--- src/rtl/loop_seq_pkg.sv ---
// Shared types and default widths for the loop sequencer.
package loop_seq_pkg;

  localparam int DEF_IDX_W = 8;
  localparam int DEF_ACC_W = 16;

  typedef enum logic [3:0] {
    OP_ADD  = 4'd0,
    OP_SUB  = 4'd1,
    OP_MUL  = 4'd2,
    OP_AND  = 4'd3,
    OP_OR   = 4'd4,
    OP_XOR  = 4'd5,
    OP_SHL  = 4'd6,
    OP_SHR  = 4'd7,
    OP_ASHR = 4'd8
  } op_t;

  typedef enum logic [1:0] {
    ST_IDLE = 2'd0,
    ST_RUN  = 2'd1,
    ST_DONE = 2'd2
  } state_t;

endpackage

--- src/rtl/loop_seq_alu.sv ---
// Combinational accumulator update: res = acc OP operand, truncated to ACC_W.
module loop_seq_alu
  import loop_seq_pkg::*;
#(
  parameter int ACC_W = DEF_ACC_W
) (
  input  logic [ACC_W-1:0] acc_i,
  input  logic [ACC_W-1:0] opnd_i,
  input  logic [3:0]       op_i,
  output logic [ACC_W-1:0] res_o
);

  localparam logic [ACC_W:0] SH_LIM = (ACC_W+1)'(ACC_W);

  logic big_shift;
  assign big_shift = ({1'b0, opnd_i} >= SH_LIM);

  // Opcode decode; unknown codes pass the accumulator through.
  always_comb begin
    res_o = acc_i;
    case (op_i)
      OP_ADD:  res_o = acc_i + opnd_i;
      OP_SUB:  res_o = acc_i - opnd_i;
      OP_MUL:  res_o = acc_i * opnd_i;
      OP_AND:  res_o = acc_i & opnd_i;
      OP_OR:   res_o = acc_i | opnd_i;
      OP_XOR:  res_o = acc_i ^ opnd_i;
      OP_SHL:  res_o = big_shift ? '0 : (acc_i << opnd_i);
      OP_SHR:  res_o = big_shift ? '0 : (acc_i >> opnd_i);
      OP_ASHR: res_o = big_shift ? {ACC_W{acc_i[ACC_W-1]}}
                                 : ACC_W'($signed(acc_i) >>> opnd_i);
      default: res_o = acc_i;
    endcase
  end

endmodule

--- src/rtl/loop_sequencer.sv ---
// Programmable for-loop engine: emits an index stream with a ready/valid
// handshake and folds each accepted index into an accumulator.
//
//   state   | meaning
//   IDLE    | waiting for start; results of the last loop held
//   RUN     | presenting indices while the continue condition holds
//   DONE    | one-cycle completion pulse, then back to IDLE
module loop_sequencer
  import loop_seq_pkg::*;
#(
  parameter int IDX_W = DEF_IDX_W,
  parameter int ACC_W = DEF_ACC_W
) (
  input  logic             clk,
  input  logic             rst,
  input  logic             start,
  input  logic [IDX_W-1:0] cfg_begin,
  input  logic [IDX_W-1:0] cfg_end,
  input  logic [IDX_W-1:0] cfg_step,
  input  logic             cfg_step_mul,
  input  logic             cfg_down,
  input  logic             cfg_incl,
  input  logic             cfg_brk_en,
  input  logic [IDX_W-1:0] cfg_brk_val,
  input  logic [3:0]       cfg_op,
  output logic             idx_valid,
  input  logic             idx_ready,
  output logic [IDX_W-1:0] idx,
  output logic [ACC_W-1:0] acc,
  output logic             busy,
  output logic             done,
  output logic             broke
);

  state_t           state_q, state_d;
  logic [IDX_W-1:0] idx_q, idx_d;
  logic [ACC_W-1:0] acc_q, acc_d;
  logic             broke_q, broke_d;

  logic [IDX_W-1:0] end_q, step_q, brk_val_q;
  logic             mul_q, down_q, incl_q, brk_en_q;
  logic [3:0]       op_q;

  logic             accept;
  logic             down_eff;
  logic [IDX_W:0]   addsub_w;
  logic [2*IDX_W-1:0] prod_w;
  logic [IDX_W-1:0] next_idx;
  logic             wrap;
  logic             cont_now;
  logic             cont_next;
  logic             brk_hit;
  logic [ACC_W-1:0] alu_res;

  function automatic logic cont_f(input logic [IDX_W-1:0] i,
                                  input logic [IDX_W-1:0] e,
                                  input logic dn,
                                  input logic inc);
    if (dn) return inc ? (i >= e) : (i > e);
    else    return inc ? (i <= e) : (i < e);
  endfunction

  assign accept   = (state_q == ST_IDLE) && start;
  // Multiply mode always walks upward regardless of the direction bit.
  assign down_eff = down_q && !mul_q;
  assign addsub_w = down_eff ? ({1'b0, idx_q} - {1'b0, step_q})
                             : ({1'b0, idx_q} + {1'b0, step_q});
  assign prod_w   = {{IDX_W{1'b0}}, idx_q} * {{IDX_W{1'b0}}, step_q};
  assign next_idx = mul_q ? prod_w[IDX_W-1:0] : addsub_w[IDX_W-1:0];
  assign wrap     = mul_q ? |prod_w[2*IDX_W-1:IDX_W] : addsub_w[IDX_W];
  assign cont_now  = cont_f(idx_q, end_q, down_eff, incl_q);
  assign cont_next = cont_f(next_idx, end_q, down_eff, incl_q);
  assign brk_hit   = brk_en_q && (idx_q == brk_val_q);

  loop_seq_alu #(.ACC_W(ACC_W)) u_alu (
    .acc_i  (acc_q),
    .opnd_i (ACC_W'(idx_q)),
    .op_i   (op_q),
    .res_o  (alu_res)
  );

  // Loop configuration is captured only when a start is accepted.
  always_ff @(posedge clk) begin
    if (rst) begin
      end_q     <= '0;
      step_q    <= '0;
      brk_val_q <= '0;
      mul_q     <= 1'b0;
      down_q    <= 1'b0;
      incl_q    <= 1'b0;
      brk_en_q  <= 1'b0;
      op_q      <= '0;
    end else if (accept) begin
      end_q     <= cfg_end;
      step_q    <= cfg_step;
      brk_val_q <= cfg_brk_val;
      mul_q     <= cfg_step_mul;
      down_q    <= cfg_down;
      incl_q    <= cfg_incl;
      brk_en_q  <= cfg_brk_en;
      op_q      <= cfg_op;
    end
  end

  // State, index, accumulator and break flag registers.
  always_ff @(posedge clk) begin
    if (rst) begin
      state_q <= ST_IDLE;
      idx_q   <= '0;
      acc_q   <= '0;
      broke_q <= 1'b0;
    end else begin
      state_q <= state_d;
      idx_q   <= idx_d;
      acc_q   <= acc_d;
      broke_q <= broke_d;
    end
  end

  // Next-state logic: iterate on handshake, stop on bound, wrap, stall or break.
  always_comb begin
    state_d = state_q;
    idx_d   = idx_q;
    acc_d   = acc_q;
    broke_d = broke_q;
    case (state_q)
      ST_IDLE: begin
        if (start) begin
          idx_d   = cfg_begin;
          acc_d   = '0;
          broke_d = 1'b0;
          state_d = ST_RUN;
        end
      end
      ST_RUN: begin
        if (!cont_now) begin
          state_d = ST_DONE;
        end else if (idx_ready) begin
          acc_d = alu_res;
          idx_d = next_idx;
          if (brk_hit) begin
            broke_d = 1'b1;
            state_d = ST_DONE;
          end else if (!cont_next || wrap || (next_idx == idx_q)) begin
            state_d = ST_DONE;
          end
        end
      end
      ST_DONE: state_d = ST_IDLE;
      default: state_d = ST_IDLE;
    endcase
  end

  assign idx_valid = (state_q == ST_RUN) && cont_now;
  assign idx       = idx_q;
  assign acc       = acc_q;
  assign broke     = broke_q;
  assign done      = (state_q == ST_DONE);
  assign busy      = (state_q == ST_RUN) || (state_q == ST_DONE);

endmodule
--- config.mk ---
export PLATFORM = sky130hd
export DESIGN_NAME = loop_sequencer
export DESIGN_NICKNAME = d
export VERILOG_FILES = /design/src/rtl/loop_seq_pkg.sv /design/src/rtl/loop_seq_alu.sv /design/src/rtl/loop_sequencer.sv
export SDC_FILE = /design/constraint.sdc
export NUM_CORES = 1
export LEC_CHECK = 0
export BUFFER_PORTS_ARGS = -buffer_cell sky130_fd_sc_hd__buf_2
export CAP_MARGIN = 10
export CORE_ASPECT_RATIO = 1.2
export CORE_UTILIZATION = 30
export CTS_CLUSTER_DIAMETER = 80
export DETAILED_ROUTE_END_ITERATION = 8
export GPL_ROUTABILITY_DRIVEN = 0
export PLACE_DENSITY = 0.57
export SYNTH_ARGS = -nofsm -noshare
export SYNTH_HDL_FRONTEND = slang
export SYNTH_SLANG_ARGS = --single-unit
--- constraint.sdc ---
create_clock -name clk -period 6.55 [get_ports clk]
set_clock_uncertainty 0.05 [all_clocks]
set_input_delay 0.3275 -clock clk [delete_from_list [all_inputs] [get_ports clk]]
set_output_delay 0.3275 -clock clk [all_outputs]
set_load 0.02 [all_outputs]
==> flow_summary.json, run 1 <==
{
  "min_period_ns": 5.66,
  "cts_buffers": 9,
  "drt_iter0_drc": 990,
  "stdcell_count": 2105,
  "area_growth_pct": 9.91,
  "cp_cell_sequence": "inv_1, nor2_1, fa_1, inv_1, fa_1, fa_1, inv_1, ha_1, xnor2_1, a221o_1, a311oi_2, inv_1, ha_1, nand4_1, nor2_1, a211o_1, a31oi_1, a31o_2, mux2i_1",
  "synth_flop_cell": "dfxtp_1",
  "synth_area_per_cell_um2": 7.59,
  "crit_required_ns": 6.77,
  "synth.area.top_cells": "fa_1, ha_1, dfxtp_1",
  "rsz0062_at_grt": "false",
  "cp_common_cell": "inv_1",
  "critPathTopFamily": "adder cells",
  "peakVddDrop_uv": 217,
  "die_x_um": 183,
  "gr-total-overflow": 0,
  "setup_viol": 0,
  "drc": 0,
  "clk_pin_slew_ns": 0.06,
  "synth-seq-cells": 59,
  "initial_utilization_pct": 30.4,
  "cts.sinks": 59,
  "finalMaxSlewViolations": 0,
  "grt.total_usage_pct": 20.2,
  "post_drt_wl_per_cell_um": 19.1,
  "fp.dieArea_um2": 40100,
  "start_kind": "register",
  "yosysMostFrequentCell": "nand2_1",
  "diodes": 0,
  "status": "finished, final reports clean",
  "p_seq_share_pct": 11.1,
  "p_int_uw": 2430,
  "drt_wl_total_um": 40300,
  "setup.worst_path.class": "reg -> reg",
  "cp.buffers_inverters": 4,
  "slew_headroom_pct": 28.3,
  "ctsResizeCount": 0,
  "fmax_mhz": 177,
  "fin_nets": 1839,
  "cts_tree": "built",
  "power_switching_uw": 3280,
  "p_leak_uw": 0.00535,
  "tightest_slew_ns": 1.07,
  "clockPowerShare_pct": 9.1,
  "cts_root_buffer": "clkbuf_16",
  "yosysSeqAreaShare_pct": 10.0,
  "clkLatencyLatePin_ns": 0.35,
  "place_inst": 2089,
  "drive_gt1_share_pct": 11.1,
  "place_hpwl_um": 30900,
  "crit_arrival_ns": 5.87,
  "hold_viol_final": 0,
  "slowest_delay_ns": 0.87,
  "period_share_pct": 86.4,
  "cts_setup_buffers": 0,
  "clock_path_buffers": 2,
  "syn_area_um2": 11800,
  "endpoint_kind": "register",
  "cap_violations": 0,
  "sw_frac_of_total_pct": 57.5,
  "yosysWarnings": 0,
  "dr.pass1.iters": 5,
  "yosys.area.top_type": "fa_1",
  "power.density_nw_per_um2": 441,
  "synth_top_area_share_pct": 16.7,
  "cts.htree.levels": 3,
  "grt_max_degree": 59,
  "synth_commonest_cells": "nand2_1, inv_1, nor2_1, a21oi_1, ha_1",
  "finalSetupTns_ns": 0,
  "hold_class": "in -> reg",
  "core-area_um2": 38700,
  "synth_edf_count": 0,
  "ys_types": 83,
  "fp.dieH_um": 219,
  "drtAntennaViolNets": 0,
  "cts_hold_repair.buffers": 0,
  "grt_first_pass_wirelength_um": 63100,
  "p_comb_share_pct": 79.8,
  "fill_cells": 4215,
  "io_buffers": 71,
  "rows": 79,
  "syn-num-nets": 1817,
  "first_global_vias": 11337,
  "syn_inst": 1552,
  "reg2reg_slack_ns": 0.89,
  "io_pins": 72,
  "antenna_found_initial": 0,
  "avgViaCountPerCell": 5.44,
  "vias": 11460,
  "crit_path_top_delay_cell": "dfxtp_1",
  "async_reset_ff_share_pct": 0,
  "worstPathMaxFanout": 16
}
## power groups by stage
stage / logic (µW) / registers, µW / clock network [µW]
after floorplan: 3330 / 574 / 0
after global placement: 4390 / 627 / 0
after detailed placement: 4440 / 633 / 0
after CTS: 4470 / 626 / 527
after global routing: 4960 / 643 / 544
final: 4550 / 631 / 522
## state kept, by name (all words and copies together), names as in the netlist
register	flops
down_q	1
acc	16
state_q	2
brk_val_q	8
step_q	8
end_q	8
op_q	4
brk_en_q	1
mul_q	1
idx	8
broke	1
incl_q	1
## layout make-up
type                            instances  area [µm²]  share of cell area (%)
Inverter                              163         612                    4.73
Multi-Input combinational cell       1236        9560                    73.8
Tap cell                              526         658                    5.08
Clock buffer                           10         229                    1.77
Timing Repair Buffer                  105         611                    4.72
Clock inverter                          6        90.1                   0.696
Sequential cell                        59        1190                    9.16
## path summary, 6_finish.rpt
path / startpoint / endpoint / cells past startpoint
worst max-delay path: idx[6] / state_q[1] / 19
worst min register to register: end_q[1] / end_q[1] / 2
worst min-delay path: cfg_step[5] / step_q[5] / 3
worst max register to register: idx[6] / state_q[1] / 19
## placed cells by master, fill, tap and decap left out, types with 6 or more instances in the layout
cell,count
nand2b_1,26
a21oi_1,133
nor4_1,7
o22ai_1,8
fa_1,98
o21a_1,10
xor2_1,23
mux2_2,7
a31o_2,7
clkbuf_16,9
mux4_2,13
inv_1,157
nor2b_1,10
dfxtp_1,55
nand4_1,8
xnor2_1,50
nand2_1,229
o211ai_1,7
buf_2,71
a211o_1,9
a31oi_1,11
o21ai_0,59
or3_1,6
nor2_1,145
mux2i_1,21
ha_1,123
nand3_1,16
o221ai_1,8
a211oi_1,30
o21bai_1,9
o31ai_1,9
a21o_1,11
o21ai_1,8
nor3_1,27
and2_1,29
buf_4,34
## worst register-to-register path, stage by stage, from the launching register on
cell      delay (ns)
dfxtp_1         0.87
inv_1           0.33
nor2_1          0.22
fa_1            0.44
inv_1           0.08
fa_1            0.44
fa_1            0.54
inv_1           0.04
ha_1            0.35
xnor2_1         0.19
a221o_1         0.37
a311oi_2        0.30
inv_1           0.08
ha_1            0.33
nand4_1         0.11
nor2_1          0.06
a211o_1         0.23
a31oi_1         0.17
a31o_2          0.20
mux2i_1         0.18
## metal layers
| layer | vias up | part of all wire [%] | global-route usage, % |
|---|---|---|---|
| li1 | 5337 | - | - |
| met1 | 5492 | 41 | 25.4 |
| met2 | 516 | 47 | 34.1 |
| met3 | 115 | 7.1 | 2.87 |
| met4 | 0 | 5.0 | 9.47 |
| met5 | - | 0 | 0 |
## metrics by stage
step	instance area, µm²	worst slack (ns)	total power, µW	util (%)	hold WS (ns)
6_report	12900	0.892	5700	33.4	0.166
2_1_floorplan	11800	0.277	3900	-	0.386
3_5_place_dp	12600	0.890	5070	32.6	0.399
3_3_place_gp	12600	0.984	5020	32.6	0.397
5_1_grt	12900	0.550	6140	33.4	0.176
4_1_cts	12900	0.866	5620	33.4	0.164
## cell families after synthesis
kind of cell	synth area share (%)
mux	4.94
fa+ha+maj	29.7
xor+xnor	5.43
simple gates	20.2
flops	10.0
compound gates	20.9
buf+inv	8.81
No activity file was read; power rests on OpenSTA's default activity.
==> run 2: changes to the inputs <==
==> constraint.sdc (replaced) <==
create_clock -name clk -period 6.55 [get_ports clk]
set_clock_uncertainty 0.05 [all_clocks]
set_input_delay 0 -clock clk [delete_from_list [all_inputs] [get_ports clk]]
set_output_delay 0 -clock clk [all_outputs]
set_load 0.02 [all_outputs]
==> run 2 against run 1 <==
  * Critical endpoint unchanged
  * Largest power group unchanged
  * First-iteration DRC count rose by 2.2%
  * Highest routed layer unchanged
  * Maximum frequency down 0.30%
  * Global-route usage is 0.089 points higher
  * The flow now finishes with violations (DRC)
==> flow_summary.json, run 2 (synthesis gave the netlist of run 1 again) <==
{
  "hold_slack_ns": 0.0359,
  "clkLatencyLatePin_ns": 0.35,
  "crit_required_ns": 6.77,
  "fp.dieH_um": 219,
  "cts_buffers": 9,
  "cts_hold_repair.buffers": 34,
  "post_drt_wl_per_cell_um": 18.9,
  "drc": 2,
  "vias": 11614,
  "grt_first_pass_wirelength_um": 63400,
  "place_hpwl_um": 30900,
  "die_x_um": 183,
  "reg2reg_slack_ns": 0.88,
  "gr-total-overflow": 0,
  "cap_violations": 0,
  "antenna_found_initial": 0,
  "pre_cts_slack_ns": 0.890,
  "drive_gt1_share_pct": 10.9,
  "p_total_uw": 5720,
  "worstPathMaxFanout": 16,
  "rows": 79,
  "reg2reg_to": "state_q[1]",
  "violations": "DRC",
  "drt_wl_total_um": 40400,
  "p_leak_uw": 0.00549,
  "tightest_slew_ns": 1.11,
  "avgViaCountPerCell": 5.43,
  "grt_max_degree": 59,
  "endpoint_kind": "register",
  "busiest_layer": "met2",
  "cts_tree": "built",
  "area_growth_pct": 12.8,
  "cts_setup_buffers": 0,
  "dpl-instance-area_um2": 12600,
  "layout_common_cells": "nand2_1, inv_1, nor2_1, a21oi_1, ha_1",
  "final_common_cell": "nand2_1",
  "slew_headroom_pct": 25.8,
  "diodes": 0,
  "grt.total_usage_pct": 20.3,
  "min_to": "idx[3]",
  "ctsResizeCount": 0,
  "start_kind": "register",
  "rsz0062_at_grt": "false",
  "fill_cells": 4183,
  "finalSetupTns_ns": 0,
  "cts.sinks": 59,
  "power.density_nw_per_um2": 430,
  "hold_viol_final": 0,
  "finalMaxSlewViolations": 0,
  "met1_usage_pct": 25.4,
  "hold_class": "in -> reg",
  "clk_pin_slew_ns": 0.06,
  "gr-usage-met2_pct": 34.3,
  "gr-usage-met3_pct": 2.85,
  "largest_reg_flops": 16,
  "fmax_mhz": 176,
  "fp.dieArea_um2": 40100,
  "fin_nets": 1873,
  "core-area_um2": 38700,
  "io_pins": 72,
  "drtAntennaViolNets": 0,
  "cts_root_buffer": "clkbuf_16",
  "r2r-start": "idx[6]",
  "dr.pass1.iters": 8,
  "peakVddDrop_uv": 217,
  "first_global_vias": 11501,
  "setup_viol": 0,
  "initial_utilization_pct": 30.4,
  "r2r.worst_path.cells": 19,
  "io_buffers": 71,
  "status": "complete, but fails checks",
  "crit_arrival_ns": 5.89,
  "hp-start": "cfg_begin[3]",
  "final_design_area_no_fill_um2": 13300,
  "cts.htree.levels": 3,
  "min_period_ns": 5.67,
  "drt_iter0_drc": 1012,
  "clock_path_buffers": 2,
  "fin_ws_ns": 0.875,
  "setup.worst_path.class": "reg -> reg",
  "hold_depth": 5,
  "period_share_pct": 86.6
}
[run 2: routing by layer]
| metal | wire length, µm | share of wire (%) | vias to the layer above |
|---|---|---|---|
| met3 | 2850 | 7.0 | 106 |
| met1 | 16600 | 41 | 5592 |
| met5 | 0 | 0 | - |
| met2 | 19000 | 47 | 513 |
| met4 | 1980 | 4.9 | 0 |
| li1 | - | - | 5403 |
[run 2: power by group]
part | switching [µW] | internal (µW)
Clock | 187 | 334
Combinational | 2900 | 1660
Sequential | 191 | 441
[run 2: layout make-up]
cell class	count	area, µm²	share of cell area (%)
Clock inverter	6	90.1	0.678
Clock buffer	10	229	1.72
Inverter	163	612	4.61
Timing Repair Buffer	139	951	7.16
Multi-Input combinational cell	1236	9560	72.0
Sequential cell	59	1190	8.93
Tap cell	526	658	4.95
[run 2: through the flow]
stage | cells | util (%)
after global placement | 2089 | 32.6
after global routing | 2139 | 34.3
after CTS | 2139 | 34.3
after floorplan | 1552 | -
final | 2139 | 34.3
after detailed placement | 2089 | 32.6
[run 2: worst max-delay path by stage]
stage / cells past startpoint / slack (ns) / to / startpoint
after floorplan: 23 / 0.28 / state_q[0] / idx[2]
after global placement: 19 / 0.98 / state_q[0] / idx[6]
after detailed placement: 19 / 0.89 / state_q[1] / idx[6]
after CTS: 19 / 0.87 / state_q[1] / idx[6]
after global routing: 18 / 0.55 / state_q[0] / idx[6]
final: 19 / 0.88 / state_q[1] / idx[6]
[run 2: critical path, stage by stage (launching register included)]
cell and delay [ns]:
dfxtp_1 0.88, inv_1 0.33, nor2_1 0.22, fa_1 0.44, inv_1 0.08, fa_1 0.44, fa_1 0.54, inv_1 0.04
ha_1 0.35, xnor2_1 0.19, a221o_1 0.37, a311oi_2 0.31, inv_1 0.08, ha_1 0.33, nand4_1 0.11, nor2_1 0.06
a211o_1 0.23, a31oi_1 0.16, a31o_2 0.20, mux2i_1 0.18
